`src/rtl/ternary_matvec_stream.sv`:
```
// Streaming ternary-weight matrix-vector engine: accumulates COMPUTE_SLICES dot products per vector,
// then scales, saturates and double-buffers the results so one vector drains while the next accumulates.
module ternary_matvec_stream #(
   parameter int COMPUTE_SLICES = 4,
   parameter int VECTOR_LEN     = 16,
   parameter int IN_WIDTH       = 8,
   parameter int OUT_WIDTH      = 8,
   parameter int SHIFT          = 0
) (
   input  logic                                i_clk,
   input  logic                                i_rst,
   input  logic                                i_clear,
   input  logic                                i_in_valid,
   output logic                                o_in_ready,
   input  logic signed [IN_WIDTH-1:0]          i_in_act,
   input  logic        [2*COMPUTE_SLICES-1:0]  i_in_weights,
   output logic                                o_out_valid,
   input  logic                                i_out_ready,
   output logic signed [OUT_WIDTH-1:0]         o_out_data,
   output logic                                o_out_last
);

   localparam int ACC_WIDTH = IN_WIDTH + $clog2(VECTOR_LEN) + 1;
   localparam int KW        = $clog2(VECTOR_LEN);
   localparam int IW        = (COMPUTE_SLICES > 1) ? $clog2(COMPUTE_SLICES) : 1;
   localparam int CW        = (ACC_WIDTH > OUT_WIDTH) ? ACC_WIDTH : OUT_WIDTH;

   localparam logic [KW-1:0]        LAST_K   = KW'(VECTOR_LEN - 1);
   localparam logic [IW-1:0]        LAST_IDX = IW'(COMPUTE_SLICES - 1);
   localparam logic signed [CW-1:0] SAT_MAX  = CW'((2 ** (OUT_WIDTH - 1)) - 1);
   localparam logic signed [CW-1:0] SAT_MIN  = CW'(-(2 ** (OUT_WIDTH - 1)));

   typedef enum logic {
      S_IDLE  = 1'b0,
      S_DRAIN = 1'b1
   } state_t;

   state_t                       r_state;
   state_t                       w_stateNext;
   logic [KW-1:0]                r_kCnt;
   logic signed [ACC_WIDTH-1:0]  r_acc      [COMPUTE_SLICES];
   logic signed [ACC_WIDTH-1:0]  w_finalSum [COMPUTE_SLICES];
   logic signed [ACC_WIDTH-1:0]  w_shifted  [COMPUTE_SLICES];
   logic signed [CW-1:0]         w_wide     [COMPUTE_SLICES];
   logic signed [OUT_WIDTH-1:0]  w_sat      [COMPUTE_SLICES];
   logic signed [OUT_WIDTH-1:0]  r_outBuf   [COMPUTE_SLICES];
   logic [IW-1:0]                r_outIdx;
   logic signed [OUT_WIDTH-1:0]  r_outData;
   logic                         r_outLast;
   logic signed [ACC_WIDTH-1:0]  w_actExt;
   logic                         w_accept;
   logic                         w_lastBeat;
   logic                         w_outFire;

   // The closing beat of a vector may only enter once the previous result has left or is leaving now.
   assign o_in_ready = !i_rst && !((r_kCnt == LAST_K) && (r_state == S_DRAIN) && !(i_out_ready && r_outLast));
   assign w_accept   = i_in_valid && o_in_ready && !i_clear;
   assign w_lastBeat = w_accept && (r_kCnt == LAST_K);
   assign w_outFire  = (r_state == S_DRAIN) && i_out_ready;
   assign w_actExt   = ACC_WIDTH'(i_in_act);

   assign o_out_valid = (r_state == S_DRAIN);
   assign o_out_data  = r_outData;
   assign o_out_last  = r_outLast;

   // Per-slice sum including the current beat, then scale and clamp to the output range.
   always_comb begin
      for (int j = 0; j < COMPUTE_SLICES; j++) begin
         case (i_in_weights[2*j +: 2])
            2'b01:   w_finalSum[j] = r_acc[j] + w_actExt;
            2'b11:   w_finalSum[j] = r_acc[j] - w_actExt;
            default: w_finalSum[j] = r_acc[j];
         endcase
         w_shifted[j] = w_finalSum[j] >>> SHIFT;
         w_wide[j]    = CW'(w_shifted[j]);
         if (w_wide[j] > SAT_MAX) begin
            w_sat[j] = SAT_MAX[OUT_WIDTH-1:0];
         end else if (w_wide[j] < SAT_MIN) begin
            w_sat[j] = SAT_MIN[OUT_WIDTH-1:0];
         end else begin
            w_sat[j] = w_wide[j][OUT_WIDTH-1:0];
         end
      end
   end

   always_ff @(posedge i_clk or posedge i_rst) begin
      if (i_rst) begin
         r_kCnt <= '0;
         for (int j = 0; j < COMPUTE_SLICES; j++) r_acc[j] <= '0;
      end else if (i_clear) begin
         r_kCnt <= '0;
         for (int j = 0; j < COMPUTE_SLICES; j++) r_acc[j] <= '0;
      end else if (w_accept) begin
         if (w_lastBeat) begin
            r_kCnt <= '0;
            for (int j = 0; j < COMPUTE_SLICES; j++) r_acc[j] <= '0;
         end else begin
            r_kCnt <= r_kCnt + KW'(1);
            for (int j = 0; j < COMPUTE_SLICES; j++) r_acc[j] <= w_finalSum[j];
         end
      end
   end

   // A completing vector reloads the drain even on the edge that retires the previous last slice.
   always_comb begin
      w_stateNext = r_state;
      case (r_state)
         S_IDLE:  if (w_lastBeat) w_stateNext = S_DRAIN;
         S_DRAIN: if (w_outFire && r_outLast && !w_lastBeat) w_stateNext = S_IDLE;
         default: w_stateNext = S_IDLE;
      endcase
   end

   always_ff @(posedge i_clk or posedge i_rst) begin
      if (i_rst) begin
         r_state   <= S_IDLE;
         r_outIdx  <= '0;
         r_outData <= '0;
         r_outLast <= 1'b0;
         for (int j = 0; j < COMPUTE_SLICES; j++) r_outBuf[j] <= '0;
      end else begin
         r_state <= w_stateNext;
         if (w_lastBeat) begin
            for (int j = 0; j < COMPUTE_SLICES; j++) r_outBuf[j] <= w_sat[j];
            r_outIdx  <= '0;
            r_outData <= w_sat[0];
            r_outLast <= (COMPUTE_SLICES == 1);
         end else if (w_outFire) begin
            if (r_outLast) begin
               r_outIdx  <= '0;
               r_outLast <= 1'b0;
            end else begin
               r_outIdx  <= r_outIdx + IW'(1);
               r_outData <= r_outBuf[r_outIdx + IW'(1)];
               r_outLast <= ((r_outIdx + IW'(1)) == LAST_IDX);
            end
         end
      end
   end

endmodule

```
`config.mk`:
```
export PLATFORM = sky130hd
export DESIGN_NAME = ternary_matvec_stream
export DESIGN_NICKNAME = d
export VERILOG_FILES = /design/src/rtl/ternary_matvec_stream.sv
export SDC_FILE = /design/constraint.sdc
export NUM_CORES = 1
export LEC_CHECK = 0
export ABC_AREA = 0
export ABC_CLOCK_PERIOD_IN_PS = 3500
export CAP_MARGIN = 30
export CORE_MARGIN = 4
export CORE_UTILIZATION = 40
export DETAILED_ROUTE_END_ITERATION = 8
export SYNTH_ARGS = -nofsm -noshare
export SYNTH_HDL_FRONTEND = slang
export SYNTH_SLANG_ARGS = --single-unit
export TNS_END_PERCENT = 5
```
`constraint.sdc`:
```
create_clock -name i_clk -period 3.5 [get_ports i_clk]
set_input_delay 0.35 -clock i_clk [delete_from_list [all_inputs] [get_ports i_clk]]
set_output_delay 0.35 -clock i_clk [all_outputs]
set_load 0.01 [all_outputs]
```
[Yosys cells after proc, flatten, opt, wreduce, memory -nomap -nowiden]
Cells that the tools add are included.
Word-level totals
  input bits: 21
  logic and storage cells: 96
  output and inout bits: 11
  flip-flop bits (word level): 100
Operators by class
  reduce and logical (&&, ||, !) cells: 18
  multiplexer cells: 33
  bitwise operators: 2
  magnitude comparators: 9
  add/subtract/negate cells: 10
  equality and inequality tests: 11
Operators by type and width (count)
  2-to-1 mux 52 bit: 3
  2-to-1 mux 8 bit: 13
  one-hot mux 13 bit (2 select lines): 4
  adder 13 x 8 -> 13 bit: 4
  > comparator 13 x 8 -> 1 bit, second input constant: 4
  < comparator 13 x 8 -> 1 bit, second input constant: 4
  subtractor 13 x 8 -> 13 bit: 4
  binary-select mux 8 bit (select 2 bit): 1
  2-to-1 mux 4 bit: 3
  equality test 2 bit, second input constant: 5
  logical AND 1 bit: 10
  equality test 2 x 1 -> 1 bit, second input constant: 4
  2-to-1 mux 2 bit: 3
  zero test 1 bit: 5
  2-to-1 mux 1 bit: 5
  adder 4 x 1 -> 4 bit, second input constant: 1
  equality test 4 bit, second input constant: 1
  nonzero test 2 bit: 2
  greater-or-equal comparator 3 bit, second input constant: 1
  inverter 2 -> 3 bit: 1
  adder 2 x 1 -> 2 bit, second input constant: 1
  != test 2 x 1 -> 1 bit, second input constant: 1
  one-hot mux 1 bit (2 select lines): 1
  AND reduction 2 bit: 1
  inverter 1 bit: 1

[Logic depth before layout (Yosys ltp)]
Gate-level depths: netlist of run 1.
  depth after elaboration: 12
  mapped depth: 18
  mapped depth without buffers: 16

[Worst setup path before layout of run 1]
Ideal clock, no wire load.
  path kind: input port to flip-flop
  from: in i_in_act[1]
  to: reg r_outBuf[16] (netlist bit)
  stages: 18
  setup time: 0.138 ns
  setup slack: -0.883 ns
  path buffers: 2
  arrival: 4.245 ns
  path through: inv_1 ha_1 or3b_1 buf_2 or4_4 nor2b_4 a21oi_1 ha_1 clkbuf_1 a21o_1 a21o_1 a21oi_1 mux2i_1 a41oi_1 and2_1 or4b_2 o32ai_4 a21oi_1
On the way
  longest elaborated chain between the ends: 5
  elaborated cells between the ends (all ways): 7
  classes of those cells: 2 x add/sub; 2 x order compare; 3 x mux
RTL lines
  start, declared: line 15  | input logic signed [IN_WIDTH-1:0] i_in_act,
  subtractor 13 x 8 -> 13 bit / adder 13 x 8 -> 13 bit (equally long branches): line 71, 70
  one-hot mux 13 bit (2 select lines) *: line 69  | case (i_in_weights[2*j +: 2])
  < comparator 13 x 8 -> 1 bit: line 78  | end else if (w_wide[j] < SAT_MIN) begin
  2-to-1 mux 8 bit: line 78
  2-to-1 mux 8 bit *: line 76  | if (w_wide[j] > SAT_MAX) begin
  end, declared: line 46  | logic signed [OUT_WIDTH-1:0] r_outBuf [COMPUTE_SLICES];
Mark *: on every way between the ends. The rest lies on a longest branch, timed or not.
A chain may end at the register's enable or synchronous reset.

[Worst setup path after layout of run 1]
  from: in i_in_act[1]
  to: reg r_outBuf[17] (netlist bit)
Same word-level chain as after synthesis.

==> reports/qor.csv, run 1 <==
stage,metric,value,unit
routing,wl,24.73,mm
setup_path,critPathLaunch,i_in_act[1],
grt,overflow,0,
grt,grt_first_pass_wirelength,40.07,mm
setup_path,worstRegToRegCells,12,
setup_path,crit_path_start_kind,input pin,
run_status,status,finished with violations,
synthesis,synth_cell_types,75,
placed_design,gp_congestion,0.9032,
final_layout,fin_util,54.34,%
routing,ant_nets,0,
synthesis,ys_warn_count,0,
cts,cts-htree-levels,3,
cts,root_buffer,clkbuf_16,
setup_path,arrival,4.10,ns
routing,vias,7730,
grt,grt_max_degree,59,
setup_path,critPathMaxFanout,7,
synthesis,synth_area,7890,um^2
setup_path,crit_type,in2reg,
final_layout,final_layout_size_suffix_gt1_share,28.43,%
grt,first_global_vias,7758,
power,worst_ir_drop_vdd,0.2305,mV
floorplanning,die_w,148.4,um
power,leakage,4.858,nW
synthesis,synthCells,927,
setup_path,crit_required,3.74,ns
timing,slew_headroom,47.38,%
setup_path,rrSetupSlack,0.27,ns
setup_path,r2r-start,r_acc[26]$_DFFE_PP0P_,
timing,slew_violations,0,
timing,post-route-period-util,110.3,%
cts,clock_latency,0.36,ns
final_layout,final_cell_mix,"buf_4, nand2_1, dfrtp_1",
placed_design,place_ws,-1.250,ns
timing,finClkSkew,0.007296,ns
timing,worst_slew_pin_slew,0.7893,ns
setup_path,end_kind,flip-flop,
grt,antenna_found_initial,0,
timing,fin_ws,-0.3620,ns
routing,wire_per_inst,17.74,um
grt,grt_usage,22.87,%
synthesis,async_flop_share,100.0,%
cts,cts_buffer_depth,2,
final_layout,finalInstanceArea,10580,um^2
timing,max_freq,258.9,MHz
power,power_density,339.0,nW/um^2
cts,cts_sinks,100,
min_path,hold_path_class,in2reg,
final_layout,nets,1200,
final_layout,mostFrequentLayoutCell,buf_4,
placed_design,dpl_cell_area,9797,um^2
synthesis,yosysSeqAreaShare,31.72,%
timing,setup_viol_count_final,37,
placed_design,portBuffers,31,
timing,hold_viol,0,
cts,path_clk_slew,0.07,ns
routing,vias_per_cell,5.545,
floorplanning,coreArea,19460,um^2
routing,route.detailed.drc,0,
synthesis,synth_nets,1003,
final_layout,syn2layout_area_growth,34.03,%
timing,fin_crit,3.862,ns
synthesis,synth-seq-cells,100,
placed_design,hpwl,18.16,mm
cts,cts_hold_buf,0,
floorplanning,boundaryPins,32,
run,maxCapViolations,0,
final_layout,seq_area,2502,um^2
timing,grt_setup_unrepaired,true,
routing,dr.pass1.iters,7,
setup_path,cp-endpoint,r_outBuf[17]$_DFFE_PP0P_,
timing,fin_tns_setup,-7.765,ns
cts,cts_tree,yes,
floorplanning,dieHeight,148.4,um
floorplanning,rows,51,
floorplanning,start_util,40.54,%
routing,drtIter0Drc,411,
cts,numCtsBuffers,9,
synthesis,synth-edff-count,0,
synthesis,avgSynthCellArea,8.511,um^2
final_layout,multi_input_area,5439,um^2
final_layout,fill_cells,1819,
run_status,violations,negative setup slack,
synthesis,synth_ff_type,dfrtp_1,
final_layout,diodes,0,
floorplanning,die_area,22040,um^2
setup_path,r2r_end,r_outBuf[17]$_DFFE_PP0P_,
[state kept, by name (all words and copies together), names as in the netlist]
register,cells
r_acc,52
o_out_valid,1
o_out_last,1
r_kCnt,4
r_outIdx,2
r_outBuf,32
o_out_data,8
[what timing repair did]
| item | 4_1_cts | 5_1_grt |
|---|---|---|
| resized for setup | 53 | 52 |
| buffers inserted | 8 | 12 |
| pin swaps | 23 | 50 |
| endpoints found under the setup margin | 57 | 46 |
[synth_stat cells (5+ instances only)]
| cell type | number | area, um^2 |
|---|---|---|
| nand2_1 | 115 | 431.7 |
| a21oi_1 | 82 | 410.4 |
| o22ai_1 | 11 | 68.82 |
| o21ai_0 | 74 | 370.4 |
| inv_1 | 32 | 120.1 |
| or4_1 | 5 | 37.54 |
| a21o_1 | 11 | 82.58 |
| a22o_1 | 17 | 148.9 |
| and3_1 | 10 | 62.56 |
| o31ai_1 | 8 | 60.06 |
| nor2b_1 | 14 | 87.58 |
| xor2_1 | 18 | 157.7 |
| a31oi_1 | 7 | 43.79 |
| a21oi_4 | 5 | 81.33 |
| mux4_2 | 8 | 180.2 |
| dfrtp_1 | 100 | 2502 |
| nand4_1 | 5 | 31.28 |
| nand2b_1 | 17 | 106.4 |
| or2_2 | 9 | 56.30 |
| clkbuf_1 | 33 | 123.9 |
| nor3_1 | 21 | 105.1 |
| nand3_1 | 8 | 40.04 |
| mux2i_1 | 9 | 90.09 |
| or3_1 | 9 | 56.30 |
| a211oi_1 | 12 | 90.09 |
| o21a_1 | 23 | 172.7 |
| o211ai_1 | 15 | 112.6 |
| o31a_1 | 6 | 52.55 |
| ha_1 | 51 | 638.1 |
| nor2_1 | 77 | 289.0 |
| xnor2_1 | 28 | 245.2 |
| mux2_2 | 7 | 78.83 |
| a32oi_1 | 7 | 61.31 |
[per-stage QoR]
step                      total power, mW  cells  hold WS, ns
final                               3.585   1394       0.4861
after global routing                3.794   1394       0.4930
after CTS                           3.545   1383       0.4837
after detailed placement            2.496   1359       0.4655
after global placement              2.488   1359       0.4639
after floorplan                     1.998    927       0.4131
[worst min path at each step]
stage | from | end | slack [ns] | cells after the start
2_1_floorplan | i_clear | r_acc[41]$_DFFE_PP0P_ | 0.41 | 1
3_3_place_gp | r_outBuf[7]$_DFFE_PP0P_ | r_outBuf[7]$_DFFE_PP0P_ | 0.46 | 2
3_5_place_dp | r_outBuf[15]$_DFFE_PP0P_ | r_outBuf[15]$_DFFE_PP0P_ | 0.47 | 2
4_1_cts | r_outBuf[15]$_DFFE_PP0P_ | r_outBuf[15]$_DFFE_PP0P_ | 0.48 | 2
5_1_grt | i_in_act[0] | r_acc[39]$_DFFE_PP0P_ | 0.49 | 4
6_report | i_in_act[0] | r_acc[39]$_DFFE_PP0P_ | 0.49 | 4
[area by class of cell]
| class | count | share of cell area, % |
|---|---|---|
| clock buffer | 11 | 2.390 |
| tap | 265 | 3.135 |
| multi-input combinational | 751 | 51.43 |
| timing repair buffer | 229 | 17.66 |
| inverter | 33 | 1.372 |
| clock inverter | 5 | 0.3431 |
| sequential | 100 | 23.66 |
[metal layers]
metal	track usage [%]	vias up	wire, um
li1	-	3782	-
met1	29.53	3743	10960
met2	38.42	154	11910
met3	4.083	51	967
met4	8.499	0	890
met5	0	-	0
[report_power, final]
| part | total [mW] | switching, mW | internal [mW] |
|---|---|---|---|
| sequential | 1.24 | 0.0398 | 1.20 |
| clock | 0.995 | 0.472 | 0.523 |
| combinational | 1.35 | 0.689 | 0.663 |
[kinds of logic after synthesis]
group | after synthesis | share of synthesized area (%)
buffers and inverters | 76 | 3.822
xor gates and xnor gates | 46 | 5.106
adders and majority gates | 55 | 9.102
muxes | 24 | 4.424
AOI/OAI and AO/OA | 314 | 26.97
and+or+nand+nor | 312 | 18.85
DFF | 100 | 31.72
[worst max-delay path: stages]
cell	delay, ns
buf_12	0.12
inv_16	0.04
ha_4	0.12
or3b_4	0.41
or4_4	0.49
nor2b_4	0.18
a21oi_2	0.15
ha_1	0.26
buf_4	0.14
buf_4	0.15
o21ai_1	0.10
o2bb2ai_1	0.16
a31oi_1	0.09
o211a_1	0.28
or4b_4	0.53
o32ai_4	0.30
buf_12	0.17
a21oi_2	0.05
(Power assumes the default switching activity.)
==> run 2: changes to the inputs <==
Settings changed: CORE_UTILIZATION 40 to 35.
==> run 2 against run 1 <==
Net effect:
- the flow still finishes with violations (negative setup slack)
- clock power barely moved
- register-to-register slack worse by 0.03 ns
- via count fell by 0.34%
- hold slack got worse by 0.15 ns
- combinational power hardly changed
- utilization shrank 6.4 points
- sequential cell count stayed put
- die area rose by 13%
- wire length rose by 1.3%
- clock-buffer cell count up 3
- critical path depth is the same
- critical path type unchanged
- critical endpoint unchanged
- highest routed layer unchanged
==> reports/qor.csv, run 2 (same netlist as run 1, synthesis figures left out) <==
stage,metric,value,unit,change
run_status,status,finished with violations,,unchanged
run_status,violations,negative setup slack,,unchanged
grt,grt_first_pass_wirelength,40.19,mm,was 40.07 mm
floorplanning,start_util,35.82,%,was 40.54%
cts,clock_latency,0.37,ns,was 0.36 ns
floorplanning,dieHeight,158.1,um,was 148.4 um
min_path,hold_path_class,in2async,,was in2reg
placed_design,placed_cells,1381,,was 1359
placed_design,dpl_cell_area,9881,um^2,was 9797 um^2
setup_path,critPathLaunch,i_in_act[1],,unchanged
timing,finClkSkew,0.007932,ns,was 0.007296 ns
grt,overflow,0,,unchanged
floorplanning,coreArea,22030,um^2,was 19460 um^2
power,worst_ir_drop_vdd,0.1991,mV,was 0.2305 mV
setup_path,cp-endpoint,r_outBuf[17]$_DFFE_PP0P_,,unchanged
setup_path,critPathMaxFanout,7,,unchanged
setup_path,rrSetupSlack,0.24,ns,was 0.27 ns
timing,slew_violations,0,,unchanged
timing,worst_slew_pin_slew,0.7958,ns,was 0.7893 ns
cts,numCtsBuffers,9,,unchanged
routing,vias_per_cell,5.468,,was 5.545
power,seqPwrFrac,34.3,%,was 34.6%
cts,cts_buffer_depth,2,,unchanged
power,leakage,4.850,nW,was 4.858 nW
routing,route.detailed.drc,0,,unchanged
timing,fin_ws,-0.3957,ns,was -0.3620 ns
routing,wl,25.05,mm,was 24.73 mm
final_layout,fin_util,47.95,%,was 54.34%
final_layout,top_register,r_acc,,unchanged
placed_design,hpwl,18.47,mm,was 18.16 mm
timing,fin_hold_ws,0.3369,ns,was 0.4861 ns
setup_path,r2r_end,r_outBuf[17]$_DFFE_PP0P_,,unchanged
setup_path,crit_path_start_kind,input pin,,unchanged
power,p_int,2.407,mW,was 2.385 mW
timing,max_freq,256.7,MHz,was 258.9 MHz
floorplanning,die_area,25010,um^2,was 22040 um^2
cts,path_clk_slew,0.07,ns,about the same
grt,grt_max_degree,84,,was 59
power,switching_share,33.36,%,was 33.47%
final_layout,final_cells,1409,,was 1394
timing,setup_viol_count_final,36,,was 37
placed_design,place_ws,-1.207,ns,was -1.250 ns
timing,hold_viol,0,,unchanged
final_layout,nets,1200,,unchanged
cts,cts-htree-levels,3,,unchanged
grt,first_global_vias,7703,,was 7758
cts,cts_tree,yes,,unchanged
floorplanning,die_w,158.1,um,was 148.4 um
setup_path,end_kind,flip-flop,,unchanged
grt,antenna_found_initial,0,,unchanged
routing,wire_per_inst,17.78,um,was 17.74 um
power,pwr-share-clk,28.4,%,was 27.8%
timing,slew_headroom,46.95,%,was 47.38%
final_layout,final_cell_mix,"buf_4, nand2_1, dfrtp_1",,unchanged
timing,fin_tns_setup,-7.972,ns,was -7.765 ns
routing,vias,7704,,was 7730
final_layout,diodes,0,,unchanged
run,maxCapViolations,0,,unchanged
final_layout,syn2layout_area_growth,33.86,%,was 34.03%
setup_path,crit_required,3.75,ns,was 3.74 ns
cts,root_buffer,clkbuf_16,,unchanged
final_layout,largest_reg_flops,52,,unchanged
routing,ant_nets,0,,unchanged
floorplanning,rows,54,,was 51
power,power_density,341.9,nW/um^2,was 339.0 nW/um^2
timing,post-route-period-util,111.3,%,was 110.3%
final_layout,final_layout_size_suffix_gt1_share,28.08,%,was 28.43%
timing,fin_crit,3.896,ns,was 3.862 ns
routing,dr.pass1.iters,6,,was 7
routing,drtIter0Drc,450,,was 411
power,power,3.611,mW,was 3.585 mW
placed_design,portBuffers,31,,unchanged
timing,grt_setup_unrepaired,true,,unchanged
power,p_switching,1.205,mW,was 1.200 mW
final_layout,mostFrequentLayoutCell,buf_4,,unchanged
setup_path,crit_type,in2reg,,unchanged
cts,cts_sinks,100,,unchanged
floorplanning,boundaryPins,32,,unchanged
power,combPwrFrac,37.3,%,was 37.7%
placed_design,gp_congestion,0.9059,,was 0.9032
setup_path,r2r-start,r_acc[26]$_DFFE_PP0P_,,unchanged
setup_path,arrival,4.15,ns,was 4.10 ns
grt,grt_usage,20.37,%,was 22.87%
setup_path,worstRegToRegCells,12,,unchanged
final_layout,finalInstanceArea,10560,um^2,was 10580 um^2
run 2: how the worst min path moves through the flow:
| stage | from | to | slack, ns | cells after the start |
|---|---|---|---|---|
| after floorplan | i_clear | r_acc[41]$_DFFE_PP0P_ | 0.41 | 1 |
| after global placement | r_outBuf[23]$_DFFE_PP0P_ | r_outBuf[23]$_DFFE_PP0P_ | 0.47 | 2 |
| after detailed placement | r_outBuf[23]$_DFFE_PP0P_ | r_outBuf[23]$_DFFE_PP0P_ | 0.47 | 2 |
| after CTS | i_rst | r_acc[51]$_DFFE_PP0P_ | 0.34 | 2 |
| after global routing | i_rst | r_acc[51]$_DFFE_PP0P_ | 0.38 | 2 |
| final | i_rst | r_kCnt[3]$_DFFE_PP0P_ | 0.34 | 2 |
run 2: timing repair:
| action | CTS | global route |
|---|---|---|
| setup buffers | 7 | 6 |
| resized for setup | 40 | 49 |
| endpoints found under the setup margin | 52 | 46 |
| pin swaps | 24 | 24 |
| hold buffers | 0 | 0 |
run 2: routing by layer:
layer	global-route usage (%)	wire length (um)	up-vias
li1	-	-	3792
met1	26.97	11230	3715
met2	33.80	12110	148
met3	3.362	941	49
met4	7.067	767	0
met5	0	0	-
run 2: worst max-delay path, cell delays in order:
cell,delay (ns)
buf_12,0.12
inv_16,0.05
ha_4,0.11
or3b_4,0.38
or4_4,0.55
nor2b_4,0.19
a21oi_2,0.15
ha_1,0.25
a21o_1,0.16
a21o_1,0.15
a21oi_2,0.15
mux2i_1,0.09
a41oi_1,0.22
and2_1,0.19
or4b_4,0.48
o32ai_4,0.31
buf_12,0.17
a21oi_2,0.05
run 2: power by group through the flow:
stage               clock network [mW]  registers, mW  logic (mW)
global placement                     0           1.26        1.24
finish                            1.02           1.24        1.35
CTS                               1.04           1.24        1.30
detailed placement                   0           1.26        1.25
global route                      1.09           1.24        1.49
floorplan                            0           1.25       0.751
run 2: cell type report:
type	instances	area (um^2)
sequential	100	2502
multi-input combinational	751	5408
fill	2093	11460
clock buffer	14	274.0
timing repair buffer	229	1864
tap	280	350.3
clock inverter	2	17.52
inverter	33	145.1
==> run 3: changes to the inputs <==
Settings changed: CORE_MARGIN 4 to 1.
==> run 3 against run 2 <==
Net effect:
- largest power group unchanged
- the run ends with design-rule violations, negative setup slack left
- highest routed layer unchanged
- wire length up 1.9%
- via count is 0.90% higher
- die area decreased by 7.4%
- non-clock buffer count is 14 higher
- global-route usage increased by 1.8 points
- worst setup slack better by 0.20 ns
- hold slack improved by 0.15 ns
- combinational power is 5% higher
- clock power grew 6%
==> reports/qor.csv, run 3 (same netlist as run 1, synthesis figures left out) <==
stage,metric,value,unit,change
setup_path,worstRegToRegCells,12,,unchanged
setup_path,slowest_stage,or4b_4,,was or4_4
routing,ant_nets,0,,unchanged
timing,fin_crit,3.696,ns,was 3.896 ns
timing,slew_headroom,38.59,%,was 46.95%
floorplanning,start_util,35.93,%,was 35.82%
floorplanning,coreArea,21960,um^2,was 22030 um^2
final_layout,fill_cells,2018,,was 2093
final_layout,largest_reg_flops,52,,unchanged
placed_design,gp_congestion,0.9180,,was 0.9059
timing,post-route-period-util,105.6,%,was 111.3%
routing,vias_per_cell,5.462,,was 5.468
timing,fin_ws,-0.1961,ns,was -0.3957 ns
timing,setup_viol_count_final,35,,was 36
timing,worst_slew_pin_slew,0.9202,ns,was 0.7958 ns
min_path,hold_path_class,reg2reg,,was in2async
routing,wire_per_inst,17.93,um,was 17.78 um
final_layout,fin_util,49.29,%,was 47.95%
timing,hold_viol,0,,unchanged
min_path,min-delay-start,r_outBuf[23]$_DFFE_PP0P_,,
setup_path,crit_type,in2reg,,unchanged
final_layout,syn2layout_area_growth,37.19,%,was 33.86%
cts,root_buffer,clkbuf_16,,unchanged
routing,route.detailed.drc,1,,was 0
final_layout,nets,1214,,was 1200
setup_path,rrSetupSlack,0.34,ns,was 0.24 ns
cts,clock_latency,0.36,ns,was 0.37 ns
final_layout,final_cell_mix,"buf_4, nand2_1, dfrtp_1",,unchanged
grt,grt_max_degree,55,,was 84
grt,grt_first_pass_wirelength,40.62,mm,was 40.19 mm
setup_path,cp_cell_sequence,buf_12 -> inv_16 -> ha_4 -> or3b_4 -> or4_4 -> nor2b_4 -> a21oi_2 -> ha_1 -> a21o_1 -> a21o_1 -> a21oi_2 -> mux2i_1 -> a41oi_2 -> and2_4 -> or4b_4 -> o32ai_4 -> buf_12 -> a21oi_2,,was buf_12 -> inv_16 -> ha_4 -> or3b_4 -> or4_4 -> nor2b_4 -> a21oi_2 -> ha_1 -> a21o_1 -> a21o_1 -> a21oi_2 -> mux2i_1 -> a41oi_1 -> and2_1 -> or4b_4 -> o32ai_4 -> buf_12 -> a21oi_2
power,power_density,345.5,nW/um^2,was 341.9 nW/um^2
final_layout,multi_input_area,5535,um^2,was 5408 um^2
cts,path_clk_slew,0.07,ns,about the same
floorplanning,die_w,152.1,um,was 158.1 um
final_layout,diodes,0,,unchanged
grt,grt_util_met2,37.28,%,was 33.80%
run_status,status,finished with violations,,unchanged
setup_path,crit_required,3.73,ns,was 3.75 ns
timing,slew_violations,0,,unchanged
cts,cts_sinks,100,,unchanged
final_layout,top_register,r_acc,,unchanged
routing,drtIter0Drc,501,,was 450
floorplanning,rows,54,,unchanged
final_layout,mostFrequentLayoutCell,buf_4,,unchanged
grt,top_usage_layer,met2,,unchanged
grt,use_met1,29.31,%,was 26.97%
grt,grtUsageMet3,3.157,%,was 3.362%
grt,antenna_found_initial,0,,unchanged
setup_path,crit_path_start_kind,input pin,,unchanged
grt,grt_usage,22.18,%,was 20.37%
cts,cts-htree-levels,3,,unchanged
floorplanning,die_area,23150,um^2,was 25010 um^2
min_path,holdPathStages,2,,
setup_path,end_kind,flip-flop,,unchanged
setup_path,cpMostUsedCell,a21oi_2,,unchanged
min_path,min_to,r_outBuf[23]$_DFFE_PP0P_,,
grt,first_global_vias,7668,,was 7703
cts,numCtsBuffers,9,,unchanged
placed_design,portBuffers,31,,unchanged
placed_design,place_ws,-1.199,ns,was -1.207 ns
run,maxCapViolations,0,,unchanged
timing,fin_tns_setup,-4.489,ns,was -7.972 ns
timing,finClkSkew,0.01244,ns,was 0.007932 ns
timing,fin_hold_ws,0.4898,ns,was 0.3369 ns
cts,cts_buffer_depth,2,,unchanged
run_status,violations,"design-rule violations, negative setup slack",,was negative setup slack
cts,cts_tree,yes,,unchanged
floorplanning,dieHeight,152.1,um,was 158.1 um
power,worst_ir_drop_vdd,0.2211,mV,was 0.1991 mV
setup_path,r2r_end,r_outBuf[17]$_DFFE_PP0P_,,unchanged
timing,max_freq,270.6,MHz,was 256.7 MHz
floorplanning,boundaryPins,32,,unchanged
final_layout,seq_area,2502,um^2,unchanged
timing,grt_setup_unrepaired,true,,unchanged
setup_path,arrival,3.93,ns,was 4.15 ns
setup_path,cpPeakStageDelay,0.47,ns,was 0.55 ns
final_layout,final_layout_size_suffix_gt1_share,31.06,%,was 28.08%
routing,vias,7773,,was 7704
routing,dr.pass1.iters,7,,was 6
placed_design,hpwl,18.76,mm,was 18.47 mm
grt,overflow,0,,unchanged
power,leakage,4.924,nW,was 4.850 nW
setup_path,r2r-start,r_acc[26]$_DFFE_PP0P_,,unchanged
cts,cts_hold_buf,0,,unchanged
routing,wl,25.52,mm,was 25.05 mm
setup_path,critPathMaxFanout,7,,unchanged
power,power,3.740,mW,was 3.611 mW
==> run 3: cell count changes in the layout (fill, tap and decap cells not counted), moves of 4 or more <==
cell     before  now
ha_1         48   43
ha_2          2    6
o21ai_0      67   62
o21ai_1       4    8
buf_4       190  202
a21oi_2       8   18
a21oi_1      74   63
==> run 3: routing by layer <==
layer  vias to the layer above  wire length [um]
li1                       3821                 -
met2                       166             12260
met4                         0               784
met3                        40               927
met1                      3746             11540
met5                         -                 0
==> run 3: how the worst max path moves through the flow <==
stage               slack, ns         from                        end
floorplan               -0.59  i_in_act[1]   r_outBuf[16]$_DFFE_PP0P_
global placement        -1.16  i_in_act[1]    r_outBuf[1]$_DFFE_PP0P_
detailed placement      -1.20  i_in_act[1]    r_outBuf[0]$_DFFE_PP0P_
CTS                     -0.15  i_in_act[2]  o_out_data[1]$_DFFE_PP0P_
global route            -0.42  i_in_act[0]  o_out_data[1]$_DFFE_PP0P_
finish                  -0.20  i_in_act[1]   r_outBuf[17]$_DFFE_PP0P_
==> run 3: worst max-delay path, delay by kind of cell <==
kind | cells | cell delay [ns]
buffers and inverters | 3 | 0.33
multiplexers | 1 | 0.11
adder cells (fa/ha/maj) | 2 | 0.37
AND/OR/NAND/NOR | 5 | 1.66
AO/OA/AOI/OAI | 7 | 1.11
==> run 3: timing repair <==
action / 4_1_cts / 5_1_grt
pin swaps: 15 / 51
buffers inserted: 7 / 16
endpoints found under the setup margin: 55 / 45
resized for setup: 60 / 65
==> run 3: per-stage QoR <==
step | cells | instance area [um^2]
2_1_floorplan | 927 | 7964
3_3_place_gp | 1385 | 9923
6_report | 1423 | 10820
5_1_grt | 1423 | 10820
4_1_cts | 1407 | 10430
3_5_place_dp | 1385 | 9923
==> run 3: where the power goes <==
group	switching [mW]	leakage [nW]	internal, mW
sequential	0.0403	1.34	1.20
combinational	0.724	3.44	0.701
clock	0.495	0.147	0.582
==> run 3: cell type report <==
type | count | area share (%)
Multi-Input combinational cell | 751 | 51.14
Sequential cell | 100 | 23.12
Timing Repair Buffer | 243 | 18.31
Tap cell | 280 | 3.237
Clock buffer | 10 | 2.208
Inverter | 33 | 1.341
Clock inverter | 6 | 0.6473
